### config.mk
export PLATFORM = sky130hd
export DESIGN_NAME = key_event_sched_flat
export DESIGN_NICKNAME = d
export VERILOG_FILES = /design/src/rtl/key_event_sched_if.sv /design/src/rtl/key_event_sched.sv /design/src/flat_wrapper.sv
export SDC_FILE = /design/constraint.sdc
export NUM_CORES = 1
export LEC_CHECK = 0
export BUFFER_PORTS_ARGS = -buffer_cell sky130_fd_sc_hd__buf_2
export CORE_MARGIN = 2
export CORE_UTILIZATION = 40
export CTS_BUF_LIST = sky130_fd_sc_hd__clkbuf_8
export DETAILED_ROUTE_END_ITERATION = 12
export MAX_ROUTING_LAYER = met4
export RECOVER_POWER = 50
export SYNTH_ARGS = -nofsm -noshare
export SYNTH_HDL_FRONTEND = slang
export SYNTH_SLANG_ARGS = --single-unit
export TNS_END_PERCENT = 10
### constraint.sdc
create_clock -name clk -period 6.1 [get_ports clk]
set_clock_uncertainty 0.05 [all_clocks]
set_input_delay 0.61 -clock clk [delete_from_list [all_inputs] [get_ports clk]]
set_output_delay 0.61 -clock clk [all_outputs]
set_load 0.01 [all_outputs]
### src/rtl/key_event_sched_if.sv
// Stream bundle between key_event_sched and its IR source / event consumer.
// Handshake rule for both streams: a transfer happens on a rising clk edge
// where valid and ready are both 1; a producer holding valid keeps its
// payload stable until that edge, and ready may depend on the receiver's state.
interface key_event_sched_if #(
  parameter int CODE_W = 8
);
  logic              ir_valid;
  logic [CODE_W-1:0] ir_code;
  logic              ir_ready;
  logic              evt_valid;
  logic              evt_ready;
  logic              evt_src;
  logic [1:0]        evt_type;
  logic [CODE_W-1:0] evt_code;

  // Block side: accepts IR commands, produces events.
  modport slave (
    input  ir_valid, ir_code, evt_ready,
    output ir_ready, evt_valid, evt_src, evt_type, evt_code
  );

  // Environment side: offers IR commands, consumes events.
  modport master (
    output ir_valid, ir_code, evt_ready,
    input  ir_ready, evt_valid, evt_src, evt_type, evt_code
  );
endinterface

### src/rtl/key_event_sched.sv
// Turns debounced key levels into PRESS/LONG/REPEAT/RELEASE events, merges
// them round-robin with IR commands and presents one registered event.
// Pipeline: key FSM decision -> 1-entry key slot -> output register;
//           IR handshake    -> 1-entry IR slot  -> output register.
module key_event_sched #(
  parameter int          KEY_NUM    = 4,
  parameter logic [23:0] LONG_CNT   = 24'd12000000,
  parameter logic [23:0] REPEAT_CNT = 24'd2400000,
  parameter int          CODE_W     = 8
) (
  input  logic               clk,
  input  logic               rst_n,
  input  logic [KEY_NUM-1:0] key_level_n,
  key_event_sched_if.slave   bus,
  output logic               key_busy,
  output logic               evt_drop,
  output logic [1:0]         key_state
);

  typedef enum logic [1:0] {IDLE = 2'd0, HOLD = 2'd1, REP = 2'd2} state_t;

  localparam logic [1:0] T_PRESS   = 2'b00;
  localparam logic [1:0] T_LONG    = 2'b01;
  localparam logic [1:0] T_REPEAT  = 2'b10;
  localparam logic [1:0] T_RELEASE = 2'b11;

  state_t       state_q, state_d;
  logic [23:0]  timer_q, timer_d;
  logic [2:0]   idx_q, idx_d;
  logic [KEY_NUM-1:0] prev_q;
  logic [7:0]   level_pad, edge_pad;
  logic [2:0]   first_idx;
  logic         emit;
  logic [1:0]   emit_type;
  logic [2:0]   emit_idx;

  logic         key_full, ir_full;
  logic [1:0]   key_type;
  logic [2:0]   key_idx;
  logic [CODE_W-1:0] ir_code_q;
  logic         last_ir;
  logic         grant_key, load, key_drain, ir_drain, ir_ready;

  logic              evt_valid_q, evt_src_q;
  logic [1:0]        evt_type_q;
  logic [CODE_W-1:0] evt_code_q;

  // Pad key vectors to 8 bits so a 3-bit index is always in range;
  // absent keys read as released and never produce edges.
  always_comb begin
    level_pad = '1;
    level_pad[KEY_NUM-1:0] = key_level_n;
    edge_pad = '0;
    edge_pad[KEY_NUM-1:0] = ~key_level_n & prev_q;
    first_idx = 3'd0;
    for (int i = 7; i >= 0; i--) begin
      if (edge_pad[i]) first_idx = i[2:0];
    end
  end

  // Previous levels for edge detection; reset to released so a key held
  // through reset release produces a PRESS.
  always_ff @(posedge clk or negedge rst_n) begin
    if (!rst_n) prev_q <= '1;
    else        prev_q <= key_level_n;
  end

  // Key FSM state, hold timer and active key index.
  always_ff @(posedge clk or negedge rst_n) begin
    if (!rst_n) begin
      state_q <= IDLE;
      timer_q <= 24'd0;
      idx_q   <= 3'd0;
    end else begin
      state_q <= state_d;
      timer_q <= timer_d;
      idx_q   <= idx_d;
    end
  end

  // Key FSM next state and event decision; release beats timer expiry.
  always_comb begin
    state_d   = state_q;
    timer_d   = timer_q;
    idx_d     = idx_q;
    emit      = 1'b0;
    emit_type = T_PRESS;
    emit_idx  = idx_q;
    case (state_q)
      IDLE: begin
        if (|edge_pad) begin
          emit     = 1'b1;
          idx_d    = first_idx;
          emit_idx = first_idx;
          timer_d  = 24'd0;
          state_d  = HOLD;
        end
      end
      HOLD: begin
        if (level_pad[idx_q]) begin
          emit      = 1'b1;
          emit_type = T_RELEASE;
          state_d   = IDLE;
        end else if (timer_q == LONG_CNT - 24'd1) begin
          emit      = 1'b1;
          emit_type = T_LONG;
          timer_d   = 24'd0;
          state_d   = REP;
        end else begin
          timer_d = timer_q + 24'd1;
        end
      end
      REP: begin
        if (level_pad[idx_q]) begin
          emit      = 1'b1;
          emit_type = T_RELEASE;
          state_d   = IDLE;
        end else if (timer_q == REPEAT_CNT - 24'd1) begin
          emit      = 1'b1;
          emit_type = T_REPEAT;
          timer_d   = 24'd0;
        end else begin
          timer_d = timer_q + 24'd1;
        end
      end
      default: state_d = IDLE;
    endcase
  end

  // Arbitration: key wins unless the IR slot is full and key was granted last.
  always_comb begin
    grant_key = key_full & (~ir_full | last_ir);
    load      = (~evt_valid_q | bus.evt_ready) & (key_full | ir_full);
    key_drain = load & grant_key;
    ir_drain  = load & ~grant_key;
    ir_ready  = ~ir_full | ir_drain;
  end

  // Key slot: new event lands if the slot is free or being drained,
  // otherwise it is discarded and evt_drop pulses.
  always_ff @(posedge clk or negedge rst_n) begin
    if (!rst_n) begin
      key_full <= 1'b0;
      key_type <= 2'b00;
      key_idx  <= 3'd0;
      evt_drop <= 1'b0;
    end else begin
      evt_drop <= emit & key_full & ~key_drain;
      if (emit && (!key_full || key_drain)) begin
        key_full <= 1'b1;
        key_type <= emit_type;
        key_idx  <= emit_idx;
      end else if (key_drain) begin
        key_full <= 1'b0;
      end
    end
  end

  // IR slot: capture on handshake, empty when the output register takes it.
  always_ff @(posedge clk or negedge rst_n) begin
    if (!rst_n) begin
      ir_full   <= 1'b0;
      ir_code_q <= '0;
    end else if (bus.ir_valid && ir_ready) begin
      ir_full   <= 1'b1;
      ir_code_q <= bus.ir_code;
    end else if (ir_drain) begin
      ir_full <= 1'b0;
    end
  end

  // Output register; fields only change on a load, so they hold during stalls.
  always_ff @(posedge clk or negedge rst_n) begin
    if (!rst_n) begin
      evt_valid_q <= 1'b0;
      evt_src_q   <= 1'b0;
      evt_type_q  <= 2'b00;
      evt_code_q  <= '0;
      last_ir     <= 1'b1;
    end else if (load) begin
      evt_valid_q <= 1'b1;
      evt_src_q   <= ~grant_key;
      evt_type_q  <= grant_key ? key_type : T_PRESS;
      evt_code_q  <= grant_key ? CODE_W'(key_idx) : ir_code_q;
      last_ir     <= ~grant_key;
    end else if (bus.evt_ready) begin
      evt_valid_q <= 1'b0;
    end
  end

  assign bus.ir_ready  = ir_ready;
  assign bus.evt_valid = evt_valid_q;
  assign bus.evt_src   = evt_src_q;
  assign bus.evt_type  = evt_type_q;
  assign bus.evt_code  = evt_code_q;
  assign key_busy      = (state_q != IDLE);
  assign key_state     = state_q;

endmodule

### src/flat_wrapper.sv
// flat-port wrapper written by rule: the top's interface ports become plain ports
module key_event_sched_flat 
#(
  parameter int          KEY_NUM    = 4,
  parameter logic [23:0] LONG_CNT   = 24'd12000000,
  parameter logic [23:0] REPEAT_CNT = 24'd2400000,
  parameter int          CODE_W     = 8
)
  (clk, rst_n, key_level_n, key_busy, evt_drop, key_state, bus_ir_valid, bus_ir_code, bus_evt_ready, bus_ir_ready, bus_evt_valid, bus_evt_src, bus_evt_type, bus_evt_code);
  key_event_sched_if #(.CODE_W(CODE_W)) bus_i ();
  input  logic clk;
  input  logic rst_n;
  input  logic [KEY_NUM-1:0] key_level_n;
  output logic key_busy;
  output logic evt_drop;
  output logic [1:0] key_state;
  input wire logic [$bits(bus_i.ir_valid)-1:0] bus_ir_valid;
  input wire logic [$bits(bus_i.ir_code)-1:0] bus_ir_code;
  input wire logic [$bits(bus_i.evt_ready)-1:0] bus_evt_ready;
  output wire logic [$bits(bus_i.ir_ready)-1:0] bus_ir_ready;
  output wire logic [$bits(bus_i.evt_valid)-1:0] bus_evt_valid;
  output wire logic [$bits(bus_i.evt_src)-1:0] bus_evt_src;
  output wire logic [$bits(bus_i.evt_type)-1:0] bus_evt_type;
  output wire logic [$bits(bus_i.evt_code)-1:0] bus_evt_code;
  assign bus_i.ir_valid = bus_ir_valid;
  assign bus_i.ir_code = bus_ir_code;
  assign bus_i.evt_ready = bus_evt_ready;
  assign bus_ir_ready = bus_i.ir_ready;
  assign bus_evt_valid = bus_i.evt_valid;
  assign bus_evt_src = bus_i.evt_src;
  assign bus_evt_type = bus_i.evt_type;
  assign bus_evt_code = bus_i.evt_code;
  key_event_sched #(.KEY_NUM(KEY_NUM), .LONG_CNT(LONG_CNT), .REPEAT_CNT(REPEAT_CNT), .CODE_W(CODE_W)) u_core (.clk(clk), .rst_n(rst_n), .key_level_n(key_level_n), .bus(bus_i), .key_busy(key_busy), .evt_drop(evt_drop), .key_state(key_state));
endmodule
======== Word level (Yosys, flattened, before mapping) ========
Index checks and enable logic that the tools add are counted.
word-level totals
  logic and storage cells ................. 93
  input port bits ......................... 16
  register bits ........................... 62
  output and inout bits ................... 17
cells by class
  $lt $le $gt $ge ......................... 1
  reduce and logical (&&, ||, !) cells .... 13
  bitwise operators ....................... 16
  muxes and demuxes ....................... 38
  add/sub/neg operators ................... 1
  equality and inequality tests ........... 9
operators by type and width
  operator                 number
  $mux W24                 5
  $pmux W24 S3             1
  $add A24 B1 Y24 const B  1
  $eq A24 B22 Y1 const B   1
  $eq A24 B24 Y1 const B   1
  $mux W2                  9
  $mux W3                  5
  $mux W1                  13
  $mux W8                  1
  $reduce_bool A2 Y1       4
  $and A1 B1 Y1            6
  $pmux W2 S3              1
  $and A4 B4 Y4            1
  $lt A3 B4 Y1 const B     1
  $ne A2 B1 Y1 const B     2
  $ne A2 B2 Y1 const B     2
  $not A1 Y1               4
  $not A4 Y4               1
  $or A1 B1 Y1             4
  $pmux W2 S2              1
  $reduce_and A4 Y1        1
  $reduce_or A4 Y1         1
  $bmux W1 S3              1
  $ne A3 B1 Y1 const B     1
  9 further kinds          10

======== Depth between registers and ports, before layout ========
  word-level depth ........................ 8
  gate-level depth with buffers ........... 9
  gate-level depth less buffers ........... 8

======== Least setup slack after synthesis ========
OpenSTA, ideal clock, no wires.
  path type ............................... in2reg
  start ................................... input key_level_n[2]
  end ..................................... register u_core.key_idx[0]
  path slack .............................. 3.984 ns
  stages .................................. 6
  data arrival time ....................... 1.938 ns
  required time ........................... 5.922 ns
  setup time .............................. 0.128 ns
  buffers on the path ..................... 0
  cells stage by stage .................... nor2b_1 -> o41ai_1 -> o22ai_1 -> a21oi_1 -> a21o_1 -> mux2_1
between the ends
  cells in the longest elaborated chain, start to end .. 7
  elaborated cells between the ends (all ways) .. 15
  classes of those cells .................. mux: 11; bitwise: 2; reduce/logical: 2
RTL lines
  item                                                 line                    source
  from (decl)                                          flat_wrapper.sv:13      input logic [KEY_NUM-1:0] key_level_n;
  branches (longest 7 deep; another with $bmux W1 S3)  -
  to (signal assigned)                                 key_event_sched.sv:152  key_idx <= emit_idx;
  to (decl)                                            key_event_sched.sv:39   logic [2:0] key_idx;
Parallel ways; which one is timed is not known. The select of a mux whose other input is x is not followed.
A chain may end at the register's enable or synchronous reset.

==> results.ini <==
[run_status]
outcome = finished, violations left
violations = capacitance limit, slew limit

[synth]
async_flop_share_pct = 100
synth_warnings = 0
ys_types = 57
syn_inst = 291
syn-num-nets = 312
synth_area_mm2 = 0.00314
ys_seq_area_share_pct = 49.7
avgSynthCellArea_um2 = 10.8
synth_flop_cell = dfrtp_1
synth-edff-count = 0
synth-seq-cells = 62

[sta]
fin_crit_sh_pct = 52.5
max_freq_mhz = 312
post-route-min-period_ns = 3.20
finalSetupTns_ns = 0
hold_viol_final = 0
slew_violations = 45
worst_slew_pin_slew_ns = 2.33
slew_headroom_pct = -55.2
setup_viol = 0
rsz0062_at_grt = no

[detailed_routing]
drt_iter0_drc = 117
drc_errors = 0
drt_pass1_iterations = 4
drtAntennaViolNets = 0
vias = 2386
detail_route.wl_per_cell_um = 14.9
drt-vias-per-instance = 5.47
routed_wl_um = 6490

[clocking]
cts_root_buf = clkbuf_8
numCtsBuffers = 9
tritoncts = built
insertion_delay_ns = 0.33
clockBufferDepth = 2
cts_setup_buffers = 0
cts_hold_buf = 0
h-tree-depth = 3
clkSinkCount = 62
path_clk_slew_ns = 0.06
ctsResizeCount = 0

[worst_setup_path]
start_kind = input port
cp.arrival_ns = 3.11
required_ns = 6.01
slowest_delay_ns = 1.73
crit_type = input port to asynchronous set/reset pin
crit_chain = clkbuf_1 -> clkbuf_1
slowest_stage = clkbuf_1
cp-end-kind = asynchronous set/reset pin
crit_top_cell = clkbuf_1
critical_path.max_fanout = 44
cp_top_family = buffers and inverters
critical_path_buf_inv_count = 2

[final_layout]
final_layout_size_suffix_gt1_share_pct = 18.3
nets = 350
fin_util_pct = 46.7
num_antenna_cells = 0
final_cell_mix = dfrtp_1, buf_2, nor2_1, a22o_1, nand2_1
mostFrequentLayoutCell = dfrtp_1
area_growth_pct = 13.9

[die]
rows = 32
start_util_pct = 41.0
io_pins = 33
die_area_mm2 = 0.00857
die_h_um = 92.6
coreArea_mm2 = 0.00765
die_w_um = 92.6

[global_route]
antenna_found_initial = 0
grt_pass1_vias = 2306
grt_max_degree = 45
grt_pass1_wl_um = 11200
grt_overflow = 0
grtUsageTotal_pct = 16.9

[placed_design]
place_hpwl_um = 4540
place_congestion = 0.827
placement.io_buffers = 32

[power]
ir_worst_vdd_uv = 128
p_per_area_mw_per_mm2 = 396
leakage_nw = 1.75

[worst_hold_path]
hold_class = input port to flip-flop

[flow_run]
drv_cap = 1

## power breakdown
part	internal (mW)	switching, mW
combinational	0.224	0.289
sequential	0.510	0.0621
clock	0.178	0.153
## per-layer routing
layer	track usage [%]	wire length, µm
met5	-	0
met2	25.9	3080
met1	22.3	3100
met3	4.80	252
met4	4.48	57
## state kept, by name, summed over array words and instances (netlist names)
signal                count
u_core.ir_full            1
u_core.key_type           2
u_core.bus.evt_valid      1
u_core.last_ir            1
u_core.timer_q           24
u_core.prev_q             4
u_core.bus.evt_code       8
u_core.key_full           1
u_core.idx_q              3
u_core.key_idx            3
u_core.bus.evt_src        1
u_core.ir_code_q          8
u_core.evt_drop           1
u_core.bus.evt_type       2
u_core.key_state          2
## synthesized netlist by cell type, types with 3 or more instances
cell	number	area, µm²
nand4_1	3	18.8
ha_1	5	62.6
a21oi_1	7	35.0
a22o_1	25	219
a222oi_1	3	30.0
a211oi_1	3	22.5
nor2b_1	6	37.5
nand2_1	22	82.6
dfstp_2	5	131
or3_1	4	25.0
o21ai_0	3	15.0
dfrtp_1	57	1430
nand3_1	14	70.1
and2_1	4	25.0
a21o_1	20	150
nand2b_1	10	62.6
and3_1	4	25.0
inv_1	9	33.8
mux2_1	11	124
mux2i_1	5	50.1
nor2_1	25	93.8
## through the flow
stage / setup slack [ns] / area, µm² / hold slack [ns] / cells / total power, mW
final: 2.90 / 3570 / 0.343 / 436 / 1.42
after CTS: 3.33 / 3580 / 0.159 / 436 / 1.44
after floorplan: 3.98 / 3140 / 0.264 / 291 / 0.961
after global placement: 3.39 / 3400 / 0.415 / 420 / 1.09
after global routing: 2.15 / 3570 / 0.332 / 436 / 1.52
after detailed placement: 3.32 / 3400 / 0.432 / 420 / 1.10
## logic make-up after synthesis
group / share of synthesized area [%]
DFF: 49.7
muxes: 6.26
and+or+nand+nor: 19.4
AOI/OAI and AO/OA: 19.9
buffers and inverters: 2.71
adders and majority gates: 1.99
## final timing paths
kind / slack [ns] / cells past startpoint / to / start
max reg2reg: 3.67 / 6 / u_core.timer_q[22]$_DFFE_PN0P_ / u_core.timer_q[0]$_DFFE_PN0P_
min in group asynchronous: 0.38 / 1 / u_core.key_state[0]$_DFFE_PN0P_ / rst_n
max: 2.90 / 2 / u_core.timer_q[2]$_DFFE_PN0P_ / rst_n
max in group clk: 3.36 / 6 / bus_ir_ready / u_core.bus.evt_valid$_DFFE_PN0P_
min reg2reg: 0.44 / 1 / u_core.bus.evt_src$_DFFE_PN0P_ / u_core.bus.evt_src$_DFFE_PN0P_
min: 0.34 / 1 / u_core.prev_q[2]$_DFF_PN1_ / key_level_n[2]
## layout make-up
class                           count  area [µm²]
Clock buffer                       12         165
Multi-Input combinational cell    212        1490
Tap cell                          102         128
Timing Repair Buffer               35         173
Sequential cell                    62        1560
Clock inverter                      4        21.3
Inverter                            9        33.8
Fill cell                         759        4080
Power figures use the tool's default switching activity.
